--- config.mk ---
export PLATFORM = sky130hd
export DESIGN_NAME = hdmi_framer
export DESIGN_NICKNAME = d
export VERILOG_FILES = /design/src/rtl/hdmi_framer.sv
export SDC_FILE = /design/constraint.sdc
export NUM_CORES = 1
export LEC_CHECK = 0
export ABC_AREA = 1
export CORE_ASPECT_RATIO = 1.75
export CORE_MARGIN = 4
export CORE_UTILIZATION = 48
export CTS_BUF_LIST = sky130_fd_sc_hd__clkbuf_16
export DETAILED_ROUTE_END_ITERATION = 8
export PLACE_DENSITY = 0.8
export SLEW_MARGIN = 20
export SYNTH_ARGS = -nofsm -noshare
export SYNTH_HDL_FRONTEND = slang
export SYNTH_SLANG_ARGS = --single-unit
--- constraint.sdc ---
create_clock -name i_clk -period 1.72 [get_ports i_clk]
set_input_delay 0.258 -clock i_clk [delete_from_list [all_inputs] [get_ports i_clk]]
set_output_delay 0.258 -clock i_clk [all_outputs]
set_load 0.1 [all_outputs]
--- src/rtl/hdmi_framer.sv ---
// HDMI/DVI raster framer: walks the video timing, accepts pixels in active slots and
// tells the three TMDS encoders what to send (pixel, control, preamble or guard band).
module hdmi_framer #(
    parameter int H_ACTIVE  = 1280,
    parameter int H_FRONT   = 110,
    parameter int H_SYNC    = 40,
    parameter int H_BACK    = 220,
    parameter int V_ACTIVE  = 720,
    parameter int V_FRONT   = 5,
    parameter int V_SYNC    = 5,
    parameter int V_BACK    = 20,
    parameter bit HSYNC_POL = 1'b1,
    parameter bit VSYNC_POL = 1'b1,
    parameter bit HDMI_MODE = 1'b1
) (
    input  logic        i_clk,
    input  logic        i_reset_n,
    input  logic        i_en,
    input  logic        i_pix_valid,
    input  logic [23:0] i_pix,
    output logic        o_pix_ready,
    output logic        o_frame_start,
    output logic [1:0]  o_dtype0,
    output logic [1:0]  o_dtype1,
    output logic [1:0]  o_dtype2,
    output logic [1:0]  o_ctl0,
    output logic [1:0]  o_ctl1,
    output logic [1:0]  o_ctl2,
    output logic [7:0]  o_data0,
    output logic [7:0]  o_data1,
    output logic [7:0]  o_data2,
    output logic [3:0]  o_aux0,
    output logic [3:0]  o_aux1,
    output logic [3:0]  o_aux2,
    output logic        o_underflow
);

    localparam int HTOTAL = H_ACTIVE + H_FRONT + H_SYNC + H_BACK;
    localparam int VTOTAL = V_ACTIVE + V_FRONT + V_SYNC + V_BACK;
    localparam int HW     = $clog2(HTOTAL);
    localparam int VW     = $clog2(VTOTAL);

    localparam logic [HW-1:0] H_ZERO        = HW'(0);
    localparam logic [HW-1:0] H_ONE         = HW'(1);
    localparam logic [HW-1:0] H_LAST        = HW'(HTOTAL - 1);
    localparam logic [HW-1:0] H_ACT_END     = HW'(H_ACTIVE);
    localparam logic [HW-1:0] H_SYNC_START  = HW'(H_ACTIVE + H_FRONT);
    localparam logic [HW-1:0] H_SYNC_END    = HW'(H_ACTIVE + H_FRONT + H_SYNC);
    localparam logic [HW-1:0] H_PRE_START   = HW'(HTOTAL - 10);
    localparam logic [HW-1:0] H_GUARD_START = HW'(HTOTAL - 2);

    localparam logic [VW-1:0] V_ZERO        = VW'(0);
    localparam logic [VW-1:0] V_ONE         = VW'(1);
    localparam logic [VW-1:0] V_LAST        = VW'(VTOTAL - 1);
    localparam logic [VW-1:0] V_ACT_END     = VW'(V_ACTIVE);
    localparam logic [VW-1:0] V_ACT_LAST    = VW'(V_ACTIVE - 1);
    localparam logic [VW-1:0] V_SYNC_START  = VW'(V_ACTIVE + V_FRONT);
    localparam logic [VW-1:0] V_SYNC_END    = VW'(V_ACTIVE + V_FRONT + V_SYNC);

    localparam logic [1:0] DT_GUARD = 2'b00;
    localparam logic [1:0] DT_CTRL  = 2'b01;
    localparam logic [1:0] DT_PIXEL = 2'b11;

    localparam logic [1:0] SLOT_BLANK = 2'd0;
    localparam logic [1:0] SLOT_PIXEL = 2'd1;
    localparam logic [1:0] SLOT_PRE   = 2'd2;
    localparam logic [1:0] SLOT_GUARD = 2'd3;

    generate
        if (H_ACTIVE < 1 || H_FRONT < 1 || H_SYNC < 1 || H_BACK < 1 ||
            V_ACTIVE < 1 || V_FRONT < 1 || V_SYNC < 1 || V_BACK < 1) begin : g_bad_region
            $error("hdmi_framer: every timing region needs at least one clock or line");
        end
        if (HDMI_MODE && H_BACK < 10) begin : g_bad_back
            $error("hdmi_framer: back porch too short for preamble plus guard band");
        end
    endgenerate

    logic [HW-1:0] h_r;
    logic [VW-1:0] v_r;
    logic          h_act_s;
    logic          v_act_s;
    logic          h_sync_s;
    logic          v_sync_s;
    logic          next_act_s;
    logic [1:0]    ctl0_s;
    logic [1:0]    slot_s;

    logic [1:0]    dtype_r;
    logic [1:0]    ctl0_r;
    logic [1:0]    ctl1_r;
    logic [1:0]    ctl2_r;
    logic [23:0]   data_r;
    logic          frame_start_r;
    logic          underflow_r;

    // Raster counters; parked at the origin while disabled so a run always opens on a pixel.
    always_ff @(posedge i_clk or negedge i_reset_n) begin
        if (!i_reset_n) begin
            h_r <= H_ZERO;
            v_r <= V_ZERO;
        end else if (!i_en) begin
            h_r <= H_ZERO;
            v_r <= V_ZERO;
        end else if (h_r == H_LAST) begin
            h_r <= H_ZERO;
            v_r <= (v_r == V_LAST) ? V_ZERO : (v_r + V_ONE);
        end else begin
            h_r <= h_r + H_ONE;
        end
    end

    assign h_act_s    = (h_r < H_ACT_END);
    assign v_act_s    = (v_r < V_ACT_END);
    assign h_sync_s   = (h_r >= H_SYNC_START) && (h_r < H_SYNC_END);
    assign v_sync_s   = (v_r >= V_SYNC_START) && (v_r < V_SYNC_END);
    // The last vertical blank line also precedes an active line (the next frame's first).
    assign next_act_s = (v_r < V_ACT_LAST) || (v_r == V_LAST);
    assign ctl0_s     = {v_sync_s ? VSYNC_POL : ~VSYNC_POL, h_sync_s ? HSYNC_POL : ~HSYNC_POL};
    assign o_pix_ready = i_en && h_act_s && v_act_s;

    // Classify the current slot; preamble and guard only exist in HDMI mode.
    always_comb begin
        slot_s = SLOT_BLANK;
        if (!i_en) begin
            slot_s = SLOT_BLANK;
        end else if (h_act_s && v_act_s) begin
            slot_s = SLOT_PIXEL;
        end else if (HDMI_MODE && next_act_s && (h_r >= H_PRE_START)) begin
            slot_s = (h_r >= H_GUARD_START) ? SLOT_GUARD : SLOT_PRE;
        end else begin
            slot_s = SLOT_BLANK;
        end
    end

    // Channel output register, one cycle behind the counters, plus sticky underflow.
    always_ff @(posedge i_clk or negedge i_reset_n) begin
        if (!i_reset_n) begin
            dtype_r       <= DT_CTRL;
            ctl0_r        <= {~VSYNC_POL, ~HSYNC_POL};
            ctl1_r        <= 2'b00;
            ctl2_r        <= 2'b00;
            data_r        <= 24'h000000;
            frame_start_r <= 1'b0;
            underflow_r   <= 1'b0;
        end else begin
            frame_start_r <= i_en && (h_r == H_ZERO) && (v_r == V_ZERO);
            if (o_pix_ready && !i_pix_valid) begin
                underflow_r <= 1'b1;
            end else begin
                underflow_r <= underflow_r;
            end
            ctl0_r <= ctl0_s;
            ctl2_r <= 2'b00;
            case (slot_s)
                SLOT_PIXEL: begin
                    dtype_r <= DT_PIXEL;
                    ctl1_r  <= 2'b00;
                    data_r  <= i_pix_valid ? i_pix : 24'h000000;
                end
                SLOT_PRE: begin
                    dtype_r <= DT_CTRL;
                    ctl1_r  <= 2'b01;
                    data_r  <= 24'h000000;
                end
                SLOT_GUARD: begin
                    dtype_r <= DT_GUARD;
                    ctl1_r  <= 2'b00;
                    data_r  <= 24'h000000;
                end
                default: begin
                    dtype_r <= DT_CTRL;
                    ctl1_r  <= 2'b00;
                    data_r  <= 24'h000000;
                end
            endcase
        end
    end

    assign o_dtype0      = dtype_r;
    assign o_dtype1      = dtype_r;
    assign o_dtype2      = dtype_r;
    assign o_ctl0        = ctl0_r;
    assign o_ctl1        = ctl1_r;
    assign o_ctl2        = ctl2_r;
    assign o_data0       = data_r[7:0];
    assign o_data1       = data_r[15:8];
    assign o_data2       = data_r[23:16];
    assign o_aux0        = 4'h0;
    assign o_aux1        = 4'h0;
    assign o_aux2        = 4'h0;
    assign o_frame_start = frame_start_r;
    assign o_underflow   = underflow_r;

endmodule
==> results of run 1 <==
==> power groups by stage <==
stage | Sequential (mW) | Combinational, mW | Clock (mW)
after floorplan | 1.50 | 0.351 | 0
after global placement | 1.32 | 0.768 | 0
after detailed placement | 1.32 | 0.781 | 0
after CTS | 1.30 | 0.784 | 1.14
after global routing | 1.31 | 0.815 | 1.19
final | 1.30 | 0.778 | 1.12
==> state kept, by name (all words and copies together) (netlist names) <==
name / flops
data_r: 24
o_ctl1: 1
o_dtype0: 2
o_ctl0: 2
h_r: 11
o_underflow: 1
o_frame_start: 1
v_r: 10
==> how the worst max path moves through the flow <==
stage / from / to / slack, ns
2_1_floorplan: o_dtype0[1] / o_dtype1[1] / 0.12
3_3_place_gp: h_r[1] / v_r[5] / 0.16
3_5_place_dp: i_en / data_r[23] / 0.09
4_1_cts: h_r[9] / o_pix_ready / 0.006
5_1_grt: h_r[9] / o_pix_ready / -0.02
6_report: h_r[9] / o_pix_ready / 0.009
==> logic make-up (layout without fill, tap and decap cells) <==
| family | count (synthesis) | count (layout) | share of synthesized area |
|---|---|---|---|
| fa+ha+maj | 7 | 7 | 0.03133 |
| other cells | 1 | 15 | 0.001342 |
| buf+inv | 86 | 147 | 0.1562 |
| flops | 52 | 52 | 0.4660 |
| compound gates | 25 | 25 | 0.04924 |
| xor+xnor | 5 | 5 | 0.01567 |
| simple gates | 134 | 134 | 0.2802 |
==> per-stage QoR <==
stage,instances,TNS [ns],util
6_report,461,0,0.7222
5_1_grt,461,-0.03879,0.7222
4_1_cts,461,0,0.7196
3_5_place_dp,450,0,0.6842
3_3_place_gp,450,0,0.6842
2_1_floorplan,324,0,-
==> area by class of cell <==
class	instances	area (um^2)	share of cell area
sequential	52	1305	0.3209
multi-input combinational	186	1135	0.2791
timing repair buffer	77	1131	0.2782
inverter	62	232.7	0.05723
clock buffer	5	125.1	0.03077
tap	76	95.09	0.02338
clock inverter	3	42.54	0.01046
==> cell usage in the layout (no fill, tap or decap), types with 2 or more instances in the layout <==
| cell | count |
|---|---|
| nor2_1 | 30 |
| nand2_1 | 37 |
| ha_1 | 7 |
| a21oi_1 | 9 |
| inv_2 | 5 |
| buf_12 | 39 |
| xor2_1 | 5 |
| buf_4 | 10 |
| inv_1 | 57 |
| conb_1 | 15 |
| dfrtp_1 | 49 |
| nand4_1 | 9 |
| dfrtp_2 | 2 |
| nor3_1 | 7 |
| nor2_4 | 24 |
| o21ai_0 | 11 |
| a211oi_1 | 2 |
| nor2_2 | 2 |
| clkdlybuf4s50_1 | 26 |
| nand3_1 | 14 |
| nand2_4 | 4 |
| nand2_2 | 3 |
| clkbuf_16 | 5 |
==> metal layers <==
| layer | global-route usage | part of all wire |
|---|---|---|
| met3 | 0.04536 | 0.055 |
| met4 | 0.1217 | 0.054 |
| met2 | 0.3776 | 0.60 |
| met1 | 0.1860 | 0.29 |
| met5 | 0 | 0 |
==> critical path: stages (launching register included) <==
cell and delay, ns:
dfrtp_1 0.41, buf_4 0.17, nor2_1 0.13, nand2_2 0.09, nand4_4 0.14, nor2_4 0.05, buf_12 0.17
==> timing repair <==
item | 4_1_cts | 5_1_grt
setup buffers | 2 | 0
hold buffers | 1 | 0
pin swaps | 1 | 0
hold endpoints to repair | 51 | 0
resized for setup | 2 | 5
cloned | 0 | 0
endpoints found under the setup margin | 1 | 5
==> results.cfg, run 1 <==
[die]
core_um2 = 5630
die_w_um = 65.69
dieArea_um2 = 7156
rows = 36
dieHeight_um = 109.0
io_pins = 79
initial_utilization = 0.4964

[clock_network]
clk_pin_slew_ns = 0.07
cts-root-buf = clkbuf_16
cts_sinks = 52
h-tree-depth = 2
cts_tree = yes
clock_latency_ns = 0.29
cts_buffer_depth = 2
numCtsBuffers = 5

[critical_path]
r2r-start = h_r[7]
r2r_slack_ns = 0.13
end_kind = output port
worstPathArrival_ns = 1.45
worst-path-max-fanout = 4
path_class = register to output port
required_ns = 1.46
r2r-end = v_r[5]
setup.worst_path.start_class = register
reg2reg_depth = 10

[detailed_routing]
wl_um = 6653
wire_per_inst_um = 14.43
ant_nets = 0
drt_iter0_drc = 149
dr.pass1.iters = 4
via_per_inst = 4.905
vias = 2261
route.detailed.drc = 0

[logic_synthesis]
synth_commonest_cells = inv_1, dfrtp_1, nand2_1, nor2_1, nor2_4
ys_ff_latch = 52
ys_types = 30
synth_cells = 310
ys_warn_count = 0
syn-cell-area_um2 = 2795
syn_area_per_cell_um2 = 9.017
synth_edf_count = 0
yosys-top-cells-area = dfrtp_1, nor2_4, inv_1
ys_seq_area_frac = 0.4660
yosysTopAreaCellShare = 0.4566
async_reset_ff_frac = 1.000
yosysMostFrequentCell = inv_1
synth_top_area_cell = dfrtp_1
synthFlopType = dfrtp_1

[power]
p_seq_frac = 0.407
power_density_nw_per_um2 = 785.9
swShare = 0.3152
switchingPower_mw = 1.007
finalPower_mw = 3.196
power_frac_comb = 0.243
clockPowerShare = 0.349
leakagePower_nw = 2.004
peakVddDrop_v = 0.0006392
internal_power_mw = 2.189

[placed_design]
pre_cts_slack_ns = 0.09048
place_congestion = 0.8689
port_buffers = 63
post_dp_cell_area_um2 = 3852
place_hpwl_um = 5255

[final_layout]
area_delta_synth_final_pct = 45.48
fillers = 397
final_nets = 419
drive_gt1_frac = 0.2649
antenna_cells = 0
finalInstanceArea_um2 = 4066

[global_routing]
overflow = 0
track_usage = 0.1996
grt_pass1_vias = 2347
grt_max_degree = 53
antenna_found_initial = 0
grt_pass1_wl_um = 10870

[timing]
finClkSkew_ns = 0.005614
finalWorstPathRequiredPeriod_ns = 1.711
max_freq_mhz = 584.5
finalSetupViolCount = 0
grt_setup_unrepaired = true
slew_violations = 0
hold_ws_ns = 0.4793
setup_slack_ns = 0.009249
period_share = 0.9946
hold_viol = 0

[run]
drv_cap = 0

[status]
outcome = completed

[worst_hold_path]
hold_class = input port to asynchronous set/reset pin
No activity file was read; power rests on OpenSTA's default activity.
==> inputs of run 2 (changes only) <==
--- a/config.mk
+++ b/config.mk
@@ -6,7 +6,7 @@
 export NUM_CORES = 1
 export LEC_CHECK = 0
 export ABC_AREA = 1
-export CORE_ASPECT_RATIO = 1.75
+export CORE_ASPECT_RATIO = 0.8
 export CORE_MARGIN = 4
 export CORE_UTILIZATION = 48
 export CTS_BUF_LIST = sky130_fd_sc_hd__clkbuf_16
==> run 2 against run 1 <==
Against the previous run:
- routed wire length fell by 5.6%
- power fell by 0.53%
- largest power group unchanged
- critical path depth grew 1
- non-clock buffer count is 2 lower
- clock-buffer cell count stayed put
==> results.cfg, run 2 (synthesis results as in run 1) <==
[status]
outcome = completed

[power]
peakVddDrop_v = 0.0004754
swShare = 0.3142
switchingPower_mw = 0.9987
clockPowerShare = 0.351
leakagePower_nw = 1.975
p_seq_frac = 0.409
internal_power_mw = 2.180
power_density_nw_per_um2 = 788.3
power_frac_comb = 0.240

[placed_design]
post_dp_cell_area_um2 = 3812
place_congestion = 0.9382
pre_cts_slack_ns = 0.08411
port_buffers = 63
place_hpwl_um = 4941

[final_layout]
top_register = data_r
fin_util = 0.7259
final_common_cell = inv_1
reg.largest.list = data_r x24, h_r x11, v_r x10
drive_gt1_frac = 0.2559
fillers = 388
largest_reg_flops = 24
finalInstanceArea_um2 = 4033
antenna_cells = 0
area_delta_synth_final_pct = 44.27
final_nets = 417
layout_common_cells = inv_1, dfrtp_1, buf_12, nand2_1, nor2_1

[critical_path]
end_kind = output port
slowest_stage = dfrtp_1
r2r_slack_ns = 0.11
required_ns = 1.46
setup.worst_path.start_class = register
path_class = register to output port
worstPathArrival_ns = 1.41
worst-path-max-fanout = 5
path_cells = inv_2, nand2_4, nor2_4, nand2_4, nand4_4, nor2_4, buf_12
cpPeakStageDelay_ns = 0.42

[timing]
hold_ws_ns = 0.4205
grt_setup_unrepaired = true
max_freq_mhz = 599.5
slew_violations = 0
hold_viol = 0
finalSetupViolCount = 0
final.setup.tns_ns = 0
finClkSkew_ns = 0.003315
finalWorstPathRequiredPeriod_ns = 1.668
period_share = 0.9698
setup_slack_ns = 0.05200

[global_routing]
overflow = 0
top_usage_layer = met2
grt_use_met1 = 0.2258
track_usage = 0.1854
grt_pass1_wl_um = 10490
use_met2 = 0.3355
grt_pass1_vias = 2156
grt_max_degree = 39
antenna_found_initial = 0
gr-usage-met3 = 0.03751

[clock_network]
clock_latency_ns = 0.29
cts_buffer_depth = 2
cts-root-buf = clkbuf_16
cts_tree = yes
clk_pin_slew_ns = 0.07
numCtsBuffers = 5
cts_sinks = 52
h-tree-depth = 2

[die]
dieHeight_um = 76.26
initial_utilization = 0.5032
die_w_um = 93.32
core_um2 = 5555
io_pins = 79
dieArea_um2 = 7116
rows = 24

[worst_hold_path]
hold_class = input port to asynchronous set/reset pin

[detailed_routing]
vias = 2187
wire_per_inst_um = 13.62
dr.pass1.iters = 5
ant_nets = 0
route.detailed.drc = 0
wl_um = 6279
via_per_inst = 4.744
drt_iter0_drc = 155

[run]
drv_cap = 0
run 2: cell count changes in the layout (fill, tap and decap cells not counted), sizes merged:
cell  before  now
buf       50   48
run 2: power groups by stage:
stage / registers [mW] / clock network [mW] / logic, mW
after CTS: 1.30 / 1.14 / 0.767
after global routing: 1.30 / 1.19 / 0.801
after global placement: 1.32 / 0 / 0.753
final: 1.30 / 1.12 / 0.762
after detailed placement: 1.32 / 0 / 0.763
after floorplan: 1.50 / 0 / 0.351
run 2: area by class of cell:
cell class / instances / area [um^2] / area share
clock buffers: 5 / 125.1 / 0.03103
repair buffers: 75 / 1104 / 0.2737
well taps: 78 / 97.59 / 0.02420
clock inverters: 3 / 42.54 / 0.01055
multi-input cells: 186 / 1126 / 0.2792
flip-flops and latches: 52 / 1305 / 0.3236
inverters: 62 / 232.7 / 0.05771
run 2: through the flow:
stage / cells / power (mW)
4_1_cts: 458 / 3.208
3_3_place_gp: 448 / 2.075
3_5_place_dp: 448 / 2.087
6_report: 461 / 3.179
2_1_floorplan: 324 / 1.846
5_1_grt: 461 / 3.297
run 2: timing repair:
action	in CTS	in global routing
resized for setup	2	2
pin swaps	0	3
hold buffers	1	0
endpoints found under the hold margin	14	0
setup endpoints to repair	1	1
setup buffers	1	3
run 2: worst max-delay path, delay by kind of cell (launching register included):
| family | cells | cell delay, ns |
|---|---|---|
| buffers and inverters | 2 | 0.28 |
| flip-flops | 1 | 0.42 |
| AND/OR/NAND/NOR | 5 | 0.41 |
run 2: final timing paths:
check | start | to | cells after the start
setup / recovery | v_r[8] | o_pix_ready | 7
hold / removal | i_reset_n | v_r[3] | 2
setup reg to reg | v_r[8] | data_r[4] | 10
hold reg to reg | h_r[2] | h_r[2] | 1
max in group asynchronous | i_reset_n | o_dtype0[0] | 3
min in group i_clk | i_pix[0] | data_r[0] | 3
run 2: metal layers:
metal  vias to the layer above  routed length, um
met3                         5                448
met1                      1047               2402
met2                        81               3388
li1                       1054                  -
met5                         -                  0
met4                         0                 39
